==> src/rtl/time_of_day_bcd_counter.sv <==
// ---------------------------------------------------------------------------
// time_of_day_bcd_counter
//
// Keeps the time of day as six BCD digits (HH:MM:SS, 24-hour format). Time
// advances on each one-cycle SEC_PULSE from the upstream 1 Hz counter. A
// small set-mode FSM, driven by debounced button pulses, lets the user set
// the hour and then the minute.
//
// Ports:
//   TICK       in   1  system clock, rising edge
//   RESET_N    in   1  asynchronous active-low reset
//   Enable     in   1  global enable; low freezes all state
//   SEC_PULSE  in   1  one-TICK 1 Hz pulse
//   MODE_BTN   in   1  one-TICK mode-button pulse (RUN -> SET_HOUR -> SET_MIN)
//   INC_BTN    in   1  one-TICK increment-button pulse (set modes only)
//   HOUR_BCD   out  8  hours 00..23, [7:4] tens, [3:0] units
//   MIN_BCD    out  8  minutes 00..59
//   SEC_BCD    out  8  seconds 00..59
//   SET_STATE  out  2  00=RUN, 01=SET_HOUR, 10=SET_MIN
//   DAY_ROLL   out  1  one-TICK pulse on 23:59:59 -> 00:00:00 in RUN
// ---------------------------------------------------------------------------
module time_of_day_bcd_counter #(
    parameter logic [7:0] INIT_HOUR = 8'h12,
    parameter logic [7:0] INIT_MIN  = 8'h00
) (
    input  logic       TICK,
    input  logic       RESET_N,
    input  logic       Enable,
    input  logic       SEC_PULSE,
    input  logic       MODE_BTN,
    input  logic       INC_BTN,
    output logic [7:0] HOUR_BCD,
    output logic [7:0] MIN_BCD,
    output logic [7:0] SEC_BCD,
    output logic [1:0] SET_STATE,
    output logic       DAY_ROLL
);

    typedef enum logic [1:0] {
        RUN      = 2'b00,
        SET_HOUR = 2'b01,
        SET_MIN  = 2'b10
    } stateT;

    stateT      r_state;
    logic [3:0] r_hourTens, r_hourUnits;
    logic [3:0] r_minTens,  r_minUnits;
    logic [3:0] r_secTens,  r_secUnits;
    logic       r_dayRoll;

    // {carry, next value} for the incremented fields
    logic [8:0] w_secInc;
    logic [8:0] w_minInc;
    logic [8:0] w_hourInc;

    // Two-digit 00..59 increment. The >= compares make any out-of-range
    // digit walk back to a legal value instead of running away.
    function automatic logic [8:0] incSexa(input logic [3:0] tens, input logic [3:0] units);
        logic [8:0] res;
        if (units >= 4'd9) begin
            if (tens >= 4'd5)
                res = {1'b1, 8'h00};
            else
                res = {1'b0, tens + 4'd1, 4'd0};
        end else begin
            res = {1'b0, tens, units + 4'd1};
        end
        return res;
    endfunction

    // Two-digit 00..23 increment; carry marks the 23 -> 00 wrap.
    function automatic logic [8:0] incHour(input logic [3:0] tens, input logic [3:0] units);
        logic [8:0] res;
        if ((tens >= 4'd2 && units >= 4'd3) || tens >= 4'd3)
            res = {1'b1, 8'h00};
        else if (units >= 4'd9)
            res = {1'b0, tens + 4'd1, 4'd0};
        else
            res = {1'b0, tens, units + 4'd1};
        return res;
    endfunction

    assign w_secInc  = incSexa(r_secTens,  r_secUnits);
    assign w_minInc  = incSexa(r_minTens,  r_minUnits);
    assign w_hourInc = incHour(r_hourTens, r_hourUnits);

    // Single registered FSM plus time digits. Enable low holds everything
    // except DAY_ROLL, which must read 0 on any edge that is not a rollover.
    always_ff @(posedge TICK or negedge RESET_N) begin
        if (!RESET_N) begin
            r_state     <= RUN;
            r_hourTens  <= INIT_HOUR[7:4];
            r_hourUnits <= INIT_HOUR[3:0];
            r_minTens   <= INIT_MIN[7:4];
            r_minUnits  <= INIT_MIN[3:0];
            r_secTens   <= 4'd0;
            r_secUnits  <= 4'd0;
            r_dayRoll   <= 1'b0;
        end else if (Enable) begin
            r_dayRoll <= 1'b0;
            case (r_state)
                RUN: begin
                    // Seconds increment still applies when MODE arrives on the same edge
                    if (SEC_PULSE) begin
                        {r_secTens, r_secUnits} <= w_secInc[7:0];
                        if (w_secInc[8]) begin
                            {r_minTens, r_minUnits} <= w_minInc[7:0];
                            if (w_minInc[8]) begin
                                {r_hourTens, r_hourUnits} <= w_hourInc[7:0];
                                r_dayRoll <= w_hourInc[8];
                            end
                        end
                    end
                    if (MODE_BTN)
                        r_state <= SET_HOUR;
                end
                SET_HOUR: begin
                    // MODE beats INC; no carries or DAY_ROLL when setting
                    if (MODE_BTN)
                        r_state <= SET_MIN;
                    else if (INC_BTN)
                        {r_hourTens, r_hourUnits} <= w_hourInc[7:0];
                end
                SET_MIN: begin
                    // Leaving set mode restarts the minute at :00
                    if (MODE_BTN) begin
                        r_state    <= RUN;
                        r_secTens  <= 4'd0;
                        r_secUnits <= 4'd0;
                    end else if (INC_BTN) begin
                        {r_minTens, r_minUnits} <= w_minInc[7:0];
                    end
                end
                default: r_state <= RUN;
            endcase
        end else begin
            r_dayRoll <= 1'b0;
        end
    end

    assign HOUR_BCD  = {r_hourTens, r_hourUnits};
    assign MIN_BCD   = {r_minTens,  r_minUnits};
    assign SEC_BCD   = {r_secTens,  r_secUnits};
    assign SET_STATE = r_state;
    assign DAY_ROLL  = r_dayRoll;

endmodule

==> config.mk <==
export PLATFORM = sky130hd
export DESIGN_NAME = time_of_day_bcd_counter
export DESIGN_NICKNAME = d
export VERILOG_FILES = /design/src/rtl/time_of_day_bcd_counter.sv
export SDC_FILE = /design/constraint.sdc
export NUM_CORES = 1
export LEC_CHECK = 0
export ABC_AREA = 1
export BUFFER_PORTS_ARGS = -buffer_cell sky130_fd_sc_hd__buf_2
export CORE_ASPECT_RATIO = 1.1
export CORE_UTILIZATION = 28
export CTS_BUF_LIST = sky130_fd_sc_hd__clkbuf_16
export CTS_CLUSTER_SIZE = 20
export DETAILED_ROUTE_END_ITERATION = 7
export GPL_ROUTABILITY_DRIVEN = 0
export PLACE_DENSITY = 0.45
export SYNTH_ARGS = -nofsm -noshare
export SYNTH_HDL_FRONTEND = slang
export SYNTH_SLANG_ARGS = --single-unit
==> constraint.sdc <==
create_clock -name TICK -period 1.5 [get_ports TICK]
set_input_delay 0.3 -clock TICK [delete_from_list [all_inputs] [get_ports TICK]]
set_output_delay 0.3 -clock TICK [all_outputs]
set_load 0.01 [all_outputs]
* Yosys cells after proc, flatten, opt, wreduce, memory -nomap -nowiden
Cells that the tools add are included.
Widths: inputs -> output; s select.
** Storage, ports and cells
- Memories :: 0
- Input bits :: 6
- Bits in writable memories :: 0
- Bits in read-only memories :: 0
- Output and inout bits :: 27
- Register bits :: 27
- Latch bits :: 0
** Operators by class
- Shift operators :: 0
- Bitwise logic cells :: 0
- Order comparisons :: 8
- $mul :: 0
- Muxes and demuxes :: 42
- Equality and inequality tests :: 13
- Reduce and logical (&&, ||, !) cells :: 10
- Divide/modulo/power cells :: 0
- $add $sub $neg :: 6
** Operators with widths (number)
- $mux 4 :: 21
- $pmux 4 s2 :: 6
- $mux 9 :: 5
- $add 4x1->4 const B :: 6
- $ne 2x2->1 const B :: 11
- $ge 4x2->1 const B :: 3
- $ge 4x4->1 const B :: 3
- $ge 4x3->1 const B :: 2
- $mux 8 :: 1
- $reduce_and 4->1 :: 2
- $reduce_and 7->1 :: 1
- $mux 2 :: 3
- $pmux 2 s3 :: 1
- $reduce_and 6->1 :: 1
- $mux 1 :: 5
- $reduce_and 5->1 :: 1
- $reduce_bool 2->1 :: 2
- $eq 2x1->1 const B :: 1
- $eq 2x2->1 const B :: 1
- $logic_not 2->1 :: 1
- $logic_and 1x1->1 :: 1
- $logic_or 1x1->1 :: 1

* Longest topological paths before layout
Gate-level depths: netlist (run 1).
- Depth after elaboration :: 9
- Gate-level depth with buffers :: 11
- Depth with buffers taken out :: 11

* Worst setup path after synthesis (run 1)
Ideal clock, no wire load.
- Path kind :: register to register
- Start :: register r_secUnits[0]
- End :: register r_hourUnits[2]
- Required time :: 1.376 ns
- Setup slack :: -0.135 ns
- Setup time :: 0.124 ns
- Path buffers :: 0
- Clock period less this slack :: 1.635 ns
- Arrival :: 1.511 ns
- Cell stages (with the launch flop) :: 11
- Cell sequence :: dfrtp_1 > inv_1 > ha_1 > inv_1 > nor2_1 > a21boi_4 > nand2_1 > nand2_1 > nand3_2 > nand2_1 > o21ai_1
** On the way
- Word-level cells in the longest chain between the ends :: 4
** Ends and longest elaborated chain
- start, declared :: line 48 : logic [3:0] r_secTens, r_secUnits;
- start signal, assigned :: line 105 : {r_secTens, r_secUnits} <= w_secInc[7:0];
- $ge 4x4->1 :: line 60 : if (units >= 4'd9) begin
- $mux 9 :: line 60
- $ne 2x2->1 (no source line)
- $reduce_and 7->1 (no source line)
- end signal, assigned :: line 93 : r_hourUnits <= INIT_HOUR[3:0];
- end signal, assigned :: line 109 : {r_hourTens, r_hourUnits} <= w_hourInc[7:0];
- end signal, assigned :: line 122 : {r_hourTens, r_hourUnits} <= w_hourInc[7:0];
- end, declared :: line 46 : logic [3:0] r_hourTens, r_hourUnits;
Every way passes these cells. The select of a mux whose other input is x is not followed.
A chain may end at the register's enable or synchronous reset.

* Worst setup path in the final report (run 1)
- Start :: register r_secUnits[0]
- End :: register r_hourTens[2]
** On the way
- Word-level cells in the longest chain between the ends :: 4
** Ends and longest elaborated chain
- $ge 4x4->1 :: line 60
- $mux 9 :: line 60
- $ne 2x2->1 (no source line)
- $reduce_and 7->1 (no source line)
- end signal, assigned :: line 92 : r_hourTens <= INIT_HOUR[7:4];
- end signal, assigned :: line 109
- end signal, assigned :: line 122
- end, declared :: line 46
Every way passes these cells. The select of a mux whose other input is x is not followed.

==> impl_metrics.csv, run 1 <==
group,metric,value,unit
yosys,netlist.area_leader.share,37.9,%
cells_and_area,fin_nets,287,
route,detail_route.wl_per_cell,10.7,µm
yosys,netlist_top_cells_area,"dfrtp_1 (38%), ha_1 (13%), nand2_1 (12%)",
cts,cts_tree,"yes",
die,dieArea,6210,µm²
cts,cts.clk_slew.worst_paths,0.07,ns
worst_setup_path,cp.arrival,1.67,ns
yosys,ys_types,28,
sta,min_period,1.52,ns
yosys,syn-num-nets,224,
worst_hold_path,hold_class,"input port to flip-flop",
power,seqPwrFrac,29.7,%
sta,setup_violations,1,
route,drc,0,
yosys,async_flop_share,100,%
power,pwr-share-clk,15.6,%
global_route,track_usage,12.9,%
yosys,seq_area_frac_synth,41.0,%
global_route,grt_pass1_vias,1394,
cells_and_area,fillers,604,
power,pwr_density_cell,1660,nW/µm²
power,leakagePower,1.21,nW
die,dieHeight,82.6,µm
power,p_sw_share,42.0,%
worst_setup_path,cp-start-kind,"flip-flop",
yosys,synth_ff_type,"dfrtp_1",
worst_setup_path,end_kind,"flip-flop",
job,maxCapViolations,0,
cells_and_area,final_cells,338,
die,initial_core_util,29.9,%
cells_and_area,n_antenna_cell,0,
placed_design,place_hpwl,2760,µm
yosys,synth-seq-cells,27,
die,ios,33,
yosys,syn_inst,201,
outcome,violations,"setup timing",
route,ant_nets,0,
route,vias_per_cell,4.33,
sta,fin_tns_setup,-0.0175,ns
power,p_int,2.28,mW
sta,postLayoutSetupSlackWorst,-0.0175,ns
sta,finalCritPeriodShare,101,%
sta,rsz0062_at_grt,"true",
sta,worstMarginPinSlew,0.381,ns
die,dieWidth,75.3,µm
global_route,grt_pass1_wl,6230,µm
power,vdd_ir_drop_max,0.712,mV
placed_design,placed_cells,326,
outcome,outcome,"complete, but fails checks",
global_route,overflow,0,
power,pwr-share-comb,54.8,%
worst_setup_path,crit_required,1.65,ns
sta,hold_violations,0,
yosys,synth.avg_cell_area,8.22,µm²
placed_design,port_buffers,32,
sta,slew_headroom,74.6,%
power,power.switching,1.66,mW
cts,clk_latency,0.26,ns
die,rows,28,
route,drtPass1Iterations,4,
global_route,grt_max_degree,16,
cells_and_area,final_layout_size_suffix_gt1_share,45.6,%
yosys,synth_common_cells,"nand2_1 (51), inv_1 (29), dfrtp_1 (25)",
worst_setup_path,cp_max_fo,6,
cts,cts-root-buf,"clkbuf_16",
yosys,yosysTopAreaCell,"dfrtp_1",
route,totalWireLength,3630,µm
yosys,synth_most_common_cell,"nand2_1",
sta,skew,0.00437,ns
cts,h-tree-depth,1,
cts,clk_path_buf_depth,2,
cts,numClockSinks,27,
die,core-area,5540,µm²
cells_and_area,syn2layout_area_growth,43.7,%
worst_setup_path,critPathKind,"flip-flop to flip-flop",
yosys,synth_area,1650,µm²
cts,cts_buffers,3,
sta,slew_violations,0,
yosys,yosysWarnings,0,
yosys,synth-edff-count,0,
global_route,antenna_found_initial,0,
route,route.vias.total,1464,
sta,max_freq,659,MHz
route,drtIter0Drc,24,
final timing paths:
kind / endpoint / cells past startpoint / from / slack, ns
setup / recovery: r_hourTens[2] / 9 / r_secUnits[0] / -0.02
hold reg to reg: r_hourTens[0] / 2 / r_hourTens[0] / 0.48
max in group asynchronous: r_hourUnits[1] / 3 / RESET_N / 0.53
setup reg to reg: r_hourTens[2] / 9 / r_secUnits[0] / -0.02
min in group asynchronous: r_minUnits[2] / 2 / RESET_N / 0.49
hold / removal: DAY_ROLL / 3 / SEC_PULSE / 0.31
critical path, stage by stage (launching register included):
cell and delay (ns):
dfrtp_2 0.42, inv_2 0.07, ha_4 0.15, inv_2 0.06, nor2_4 0.04, a21boi_4 0.13, nand2_2 0.09, nand2_4 0.13
nand4_1 0.16, and2_1 0.18
metrics by stage:
step / setup WS (ns) / cell area, µm² / power, mW / hold WS [ns] / utilization [%]
6_report: -0.0175 / 2370 / 3.94 / 0.310 / 42.9
5_1_grt: -0.0971 / 2370 / 4.30 / 0.306 / 42.9
4_1_cts: -0.00566 / 2240 / 3.69 / 0.306 / 40.4
3_5_place_dp: -0.0295 / 2090 / 2.95 / 0.249 / 37.7
3_3_place_gp: -0.0521 / 2090 / 2.95 / 0.251 / 37.7
2_1_floorplan: -0.0313 / 1690 / 2.26 / 0.00441 / -
layout make-up:
class	count	area, µm²	share of cell area, %
tap	75	93.8	3.95
sequential	27	683	28.8
inverter	32	123	5.16
timing repair buffer	58	370	15.6
clock inverter	1	3.75	0.158
multi-input combinational	142	1030	43.2
clock buffer	3	75.1	3.16
sequential cells by signal, indices dropped and copies added (netlist names):
| signal | count |
|---|---|
| DAY_ROLL | 1 |
| SET_STATE | 2 |
| r_hourTens | 4 |
| r_hourUnits | 4 |
| r_minTens | 4 |
| r_minUnits | 4 |
| r_secTens | 4 |
| r_secUnits | 4 |
what timing repair did:
action                                  CTS  global route
hold buffers                              1             0
pin swaps                                 6            19
setup buffers                             4             3
endpoints found under the hold margin    14             0
resized for setup                        10            35
endpoints found under the setup margin   15            24
cells by family after synthesis:
logic type | Yosys count | share of synthesized area, %
AOI/OAI and AO/OA | 29 | 10.4
adders and majority gates | 17 | 12.9
xor gates and xnor gates | 5 | 2.65
and+or+nand+nor | 91 | 25.8
buffers and inverters | 32 | 7.27
DFF | 27 | 41.0
layout by cell type, fill, tap and decap left out, types with 4 or more instances in the layout:
master | synthesis | layout
dfrtp_1 | 25 | 21
xor2_1 | 4 | 4
inv_1 | 29 | 23
nand4_1 | 5 | 5
ha_1 | 17 | 12
nand2_2 | 3 | 9
o21ai_0 | 9 | 5
nor2_1 | 11 | 4
inv_2 | 3 | 9
o21ai_1 | 9 | 10
buf_2 | 0 | 32
nand2_1 | 51 | 43
nor2_2 | 2 | 7
nand3_1 | 7 | 6
buf_4 | 0 | 24
dfrtp_2 | 0 | 4
per-layer routing:
| metal | global-route usage [%] | routed length (µm) | part of all wire [%] | up-vias |
|---|---|---|---|---|
| met3 | 2.55 | 132 | 3.6 | 2 |
| met4 | 2.22 | 11 | 0.30 | 0 |
| met5 | 0 | 0 | 0 | - |
| met1 | 17.7 | 1790 | 49 | 672 |
| li1 | - | - | - | 770 |
| met2 | 21.4 | 1700 | 47 | 20 |
power by group through the flow:
| stage | clock network (mW) | registers, mW | logic (mW) |
|---|---|---|---|
| finish | 0.613 | 1.17 | 2.16 |
| global route | 0.666 | 1.22 | 2.41 |
| CTS | 0.637 | 1.17 | 1.89 |
| detailed placement | 0 | 1.17 | 1.78 |
| global placement | 0 | 1.17 | 1.78 |
| floorplan | 0 | 1.27 | 0.994 |
Note: power is estimated with default switching activity, not from simulation.
==> inputs of run 2 (changes only) <==
==> constraint.sdc (replaced) <==
create_clock -name TICK -period 1.3 [get_ports TICK]
set_input_delay 0.26 -clock TICK [delete_from_list [all_inputs] [get_ports TICK]]
set_output_delay 0.26 -clock TICK [all_outputs]
set_load 0.01 [all_outputs]
==> run 2 against run 1 <==
Against the previous run: global-route usage is 0.052 points higher; largest power group unchanged; sequential cell count stayed put; critical endpoint unchanged; routed wire length is 5.0% higher; register-to-register slack worse by 0.18 ns; critical path type unchanged; clock power is 16% higher; the flow still finishes with violations (setup timing); utilization is 4.1 points higher; largest cell class unchanged.
==> impl_metrics.csv, run 2 (same netlist as run 1, synthesis figures left out) <==
group,metric,value,unit
outcome,outcome,"complete, but fails checks",
outcome,violations,"setup timing",
die,ios,33,
cells_and_area,n_antenna_cell,0,
cts,cts-root-buf,"clkbuf_16",
route,route.vias.total,1502,
die,dieWidth,75.3,µm
cells_and_area,layout.cells.most_common_list,"nand2_1 (44), buf_4 (37), buf_2 (26)",
die,rows,28,
cts,cts.clk_slew.worst_paths,0.07,ns
route,drtIter0Drc,48,
power,vdd_ir_drop_max,0.867,mV
sta,skew,0.00550,ns
placed_design,dpl-instance-area,2260,µm²
cts,numClockSinks,27,
route,detail_route.wl_per_cell,10.6,µm
cells_and_area,fin_nets,310,
die,core-area,5540,µm²
worst_setup_path,cp_max_fo,5,
sta,slew_headroom,80.7,%
route,drc,0,
sta,setup_violations,27,
sta,hold_violations,0,
sta,worstMarginPinSlew,0.288,ns
cts,clk_latency,0.26,ns
die,dieHeight,82.6,µm
sta,finalCritPeriodShare,115,%
sta,slew_violations,0,
worst_setup_path,crit_chain,"inv_2 -> ha_4 -> nor2_4 -> a21boi_4 -> nand2_2 -> nand2_4 -> nand4_1 -> and2_1",
cts,cts_tree,"yes",
global_route,track_usage,13.0,%
global_route,overflow,0,
die,initial_core_util,29.9,%
worst_setup_path,path_delay_family,"simple AND/OR/NAND/NOR gates",
cells_and_area,final_layout_size_suffix_gt1_share,48.6,%
cells_and_area,syn2layout_area_growth,57.3,%
worst_setup_path,end_kind,"flip-flop",
sta,max_freq,669,MHz
worst_setup_path,path_buf_inv,1,
sta,postLayoutSetupSlackWorst,-0.195,ns
power,power,4.94,mW
cts,clk_path_buf_depth,2,
cells_and_area,design_area,2600,µm²
placed_design,port_buffers,32,
power,pwr_density_cell,1900,nW/µm²
route,vias_per_cell,4.16,
route,drtPass1Iterations,4,
worst_hold_path,hold_class,"input port to flip-flop",
power,seqPwrFrac,26.7,%
power,power.switching,1.97,mW
power,pwr-share-clk,14.4,%
power,p_sw_share,39.9,%
worst_setup_path,crit_slowest_cell,"dfrtp_1",
global_route,grt_max_degree,28,
worst_setup_path,cp.arrival,1.65,ns
worst_setup_path,crit_path_max_incr_delay,0.39,ns
route,totalWireLength,3810,µm
power,pwr-share-comb,58.9,%
power,p_int,2.97,mW
die,dieArea,6210,µm²
cts,h-tree-depth,1,
cells_and_area,mostFrequentLayoutCell,"nand2_1",
sta,min_period,1.49,ns
worst_setup_path,critPathKind,"flip-flop to flip-flop",
sta,rsz0062_at_grt,"true",
cts,cts_buffers,3,
worst_setup_path,cp-start-kind,"flip-flop",
power,leakagePower,1.33,nW
placed_design,place_hpwl,2820,µm
job,maxCapViolations,0,
route,ant_nets,0,
global_route,antenna_found_initial,0,
worst_setup_path,crit_required,1.45,ns
global_route,grt_pass1_vias,1425,
global_route,grt_pass1_wl,6220,µm
-- run 2: worst paths after layout --
kind / startpoint / end / slack, ns / depth (start not counted)
max: r_secUnits[1] / r_hourTens[2] / -0.19 / 8
min: SEC_PULSE / DAY_ROLL / 0.26 / 3
max reg2reg: r_secUnits[1] / r_hourTens[2] / -0.19 / 8
min reg2reg: r_hourUnits[1] / r_hourUnits[1] / 0.50 / 2
max in group asynchronous: RESET_N / r_hourUnits[1] / 0.60 / 3
min in group asynchronous: RESET_N / r_minTens[2] / 0.47 / 3
-- run 2: area by class of cell --
type | instances | area (µm²)
Inverter | 32 | 120
Tap cell | 75 | 93.8
Multi-Input combinational cell | 142 | 1000
Fill cell | 565 | 2940
Sequential cell | 27 | 683
Clock buffer | 3 | 75.1
Clock inverter | 1 | 5.00
Timing Repair Buffer | 81 | 618
-- run 2: power groups by stage --
stage	combinational, mW	clock (mW)	sequential (mW)
2_1_floorplan	1.16	0	1.48
3_3_place_gp	2.34	0	1.32
3_5_place_dp	2.36	0	1.32
4_1_cts	2.73	0.733	1.31
5_1_grt	3.25	0.775	1.36
6_report	2.91	0.713	1.32
-- run 2: worst register-to-register path, cell delays in order (launching register included) --
cell,delay (ns)
dfrtp_1,0.39
inv_2,0.12
ha_4,0.15
nor2_4,0.04
a21boi_4,0.14
nand2_2,0.10
nand2_4,0.12
nand4_1,0.15
and2_1,0.18
-- run 2: per-stage QoR --
| step | std cells | setup WS, ns | hold slack (ns) | util (%) | setup TNS (ns) |
|---|---|---|---|---|---|
| CTS | 359 | -0.216 | 0.257 | 45.5 | -3.57 |
| global route | 361 | -0.280 | 0.264 | 47.0 | -5.76 |
| finish | 361 | -0.195 | 0.262 | 47.0 | -3.36 |
| floorplan | 201 | -0.230 | -0.0356 | - | -2.74 |
| global placement | 348 | -0.274 | 0.221 | 40.8 | -4.16 |
| detailed placement | 348 | -0.241 | 0.223 | 40.8 | -4.15 |
-- run 2: per-layer routing --
| metal | up-vias | GRT usage [%] | wire length (µm) |
|---|---|---|---|
| met2 | 23 | 21.9 | 1800 |
| met3 | 2 | 2.18 | 126 |
| met4 | 0 | 2.22 | 11 |
| li1 | 814 | - | - |
| met5 | - | 0 | 0 |
| met1 | 663 | 17.6 | 1870 |
-- run 2: repair_timing --
item	4_1_cts	5_1_grt
endpoints found under the hold margin	25	0
endpoints found under the setup margin	28	31
pin swaps	15	11
buffers inserted	6	3
gates resized for setup	33	17
hold buffers	1	0
==> inputs of run 3 (changes only) <==
--- a/config.mk
+++ b/config.mk
@@ -10,10 +10,12 @@
 export CORE_ASPECT_RATIO = 1.1
 export CORE_UTILIZATION = 28
 export CTS_BUF_LIST = sky130_fd_sc_hd__clkbuf_16
+export CTS_CLUSTER_DIAMETER = 80
 export CTS_CLUSTER_SIZE = 20
 export DETAILED_ROUTE_END_ITERATION = 7
 export GPL_ROUTABILITY_DRIVEN = 0
 export PLACE_DENSITY = 0.45
+export REMOVE_ABC_BUFFERS = 1
 export SYNTH_ARGS = -nofsm -noshare
 export SYNTH_HDL_FRONTEND = slang
 export SYNTH_SLANG_ARGS = --single-unit
==> constraint.sdc (replaced) <==
create_clock -name TICK -period 1.3 [get_ports TICK]
set_input_delay 0.065 -clock TICK [delete_from_list [all_inputs] [get_ports TICK]]
set_output_delay 0.065 -clock TICK [all_outputs]
set_load 0.01 [all_outputs]
==> run 3 against run 2 <==
Against the previous run: clock skew down 0.0031 ns; sequential power down 3%; worst setup slack worse by 0.0025 ns; the run still ends with setup timing left; register-to-register slack about the same; final area up 0.24%; hold slack worse by 0.19 ns; sequential cell count unchanged; via count up 5.7%.
==> impl_metrics.csv, run 3 (same netlist as run 1, synthesis figures left out) <==
group,metric,value,unit
worst_setup_path,cp.arrival,1.68,ns
worst_setup_path,crit_path_max_incr_delay,0.41,ns
global_route,track_usage,14.8,%
cells_and_area,layout.cells.most_common_list,"buf_4 (51), nand2_1 (39), buf_2 (32)",
worst_setup_path,crit_slowest_cell,"dfrtp_1",
die,core-area,5540,µm²
placed_design,place_hpwl,2810,µm
worst_setup_path,cp-start-kind,"flip-flop",
global_route,overflow,0,
die,dieWidth,75.3,µm
cells_and_area,fin_nets,314,
cts,clk_path_buf_depth,2,
die,dieHeight,82.6,µm
worst_setup_path,cp_max_fo,4,
sta,rsz0062_at_grt,"true",
sta,worstMarginPinSlew,0.371,ns
sta,setup_violations,25,
die,ios,33,
worst_setup_path,critPathKind,"flip-flop to flip-flop",
sta,max_freq,668,MHz
cts,h-tree-depth,1,
cells_and_area,design_area,2610,µm²
cts,cts_buffers,3,
placed_design,dpl-instance-area,2200,µm²
power,power,5.11,mW
cts,cts-root-buf,"clkbuf_16",
global_route,antenna_found_initial,0,
cells_and_area,n_antenna_cell,0,
outcome,violations,"setup timing",
cts,numClockSinks,27,
cells_and_area,mostFrequentLayoutCell,"buf_4",
worst_setup_path,path_delay_family,"flip-flops",
route,ant_nets,0,
cts,cts.clk_slew.worst_paths,0.07,ns
global_route,grt_pass1_wl,7130,µm
sta,finalCritPeriodShare,115,%
route,drtPass1Iterations,4,
cts,clk_latency,0.26,ns
route,detail_route.wl_per_cell,11.0,µm
global_route,grt_pass1_vias,1567,
route,drtIter0Drc,47,
sta,postLayoutSetupSlackWorst,-0.197,ns
die,initial_core_util,29.9,%
worst_setup_path,cpMostUsedCell,"buf_4",
worst_setup_path,crit_chain,"buf_4 -> ha_4 -> nor2_4 -> a21boi_4 -> buf_4 -> o21ai_4 -> inv_2 -> o22ai_2",
outcome,outcome,"complete, but fails checks",
sta,slew_headroom,75.3,%
cells_and_area,syn2layout_area_growth,57.7,%
sta,skew,0.00238,ns
worst_setup_path,path_buf_inv,3,
sta,min_period,1.50,ns
die,dieArea,6210,µm²
cts,cts_tree,"yes",
power,leakagePower,1.36,nW
route,totalWireLength,4030,µm
route,route.vias.total,1588,
sta,slew_violations,0,
worst_setup_path,crit_required,1.48,ns
worst_setup_path,end_kind,"flip-flop",
die,rows,28,
worst_hold_path,hold_class,"input port to flip-flop",
route,drc,0,
placed_design,port_buffers,32,
job,maxCapViolations,0,
power,vdd_ir_drop_max,0.909,mV
cells_and_area,final_layout_size_suffix_gt1_share,52.1,%
sta,hold_violations,0,
power,pwr_density_cell,1960,nW/µm²
global_route,grt_max_degree,28,
route,vias_per_cell,4.35,
[run 3: cell count changes in the layout (fill, tap and decap cells not counted), sizes merged]
cell	before	now
buf	80	84
clkinv	1	0
inv	32	33
[run 3: cell type report]
cell class / count / area, µm²
multi-input combinational: 142 / 1070
clock inverter: 1 / 3.75
inverter: 32 / 123
fill: 578 / 2930
timing repair buffer: 85 / 564
tap: 75 / 93.8
sequential: 27 / 678
clock buffer: 3 / 75.1
[run 3: routing by layer]
metal / global-route usage (%) / vias up / routed length (µm)
met5: 0 / - / 0
met4: 3.33 / 0 / 38
met3: 2.79 / 5 / 161
met2: 25.2 / 25 / 1930
met1: 19.4 / 737 / 1900
li1: - / 821 / -
[run 3: worst register-to-register path, stage by stage (launching register included)]
cell and delay, ns:
dfrtp_1 0.41, buf_4 0.15, ha_4 0.16, nor2_4 0.12
a21boi_4 0.06, buf_4 0.16, o21ai_4 0.17, inv_2 0.09
o22ai_2 0.11
[run 3: power breakdown]
part	leakage [nW]	switching (mW)	total, mW	internal, mW
registers	0.352	0.201	1.28	1.08
logic	0.963	1.59	3.11	1.52
clock network	0.0423	0.305	0.718	0.413
total	1.36	2.09	5.11	3.02
[run 3: what timing repair did]
item | CTS | global route
gates resized for setup | 39 | 30
setup buffers | 9 | 4
pin swaps | 22 | 20
setup endpoints to repair | 25 | 25
hold endpoints to repair | 25 | 0
hold buffers | 1 | 0
[run 3: through the flow]
stage	worst slack, ns	hold WS (ns)	utilization, %	cells	setup TNS (ns)
2_1_floorplan	-0.335	-0.231	-	201	-5.06
3_5_place_dp	-0.321	0.0989	39.7	347	-5.68
4_1_cts	-0.211	0.0675	45.0	361	-3.47
6_report	-0.197	0.0715	47.1	365	-3.31
3_3_place_gp	-0.313	0.0960	39.7	347	-5.39
5_1_grt	-0.267	0.0833	47.1	365	-5.50
[run 3: worst paths after layout]
kind / start / endpoint / slack, ns / depth (start not counted)
min reg2reg: r_minTens[3] / r_minTens[3] / 0.52 / 2
min: MODE_BTN / SET_STATE[0] / 0.07 / 3
max reg2reg: r_secUnits[0] / r_secTens[1] / -0.20 / 8
max in group asynchronous: RESET_N / r_hourUnits[1] / 0.65 / 3
max: r_secUnits[0] / r_secTens[1] / -0.20 / 8
min in group asynchronous: RESET_N / r_minUnits[1] / 0.34 / 3
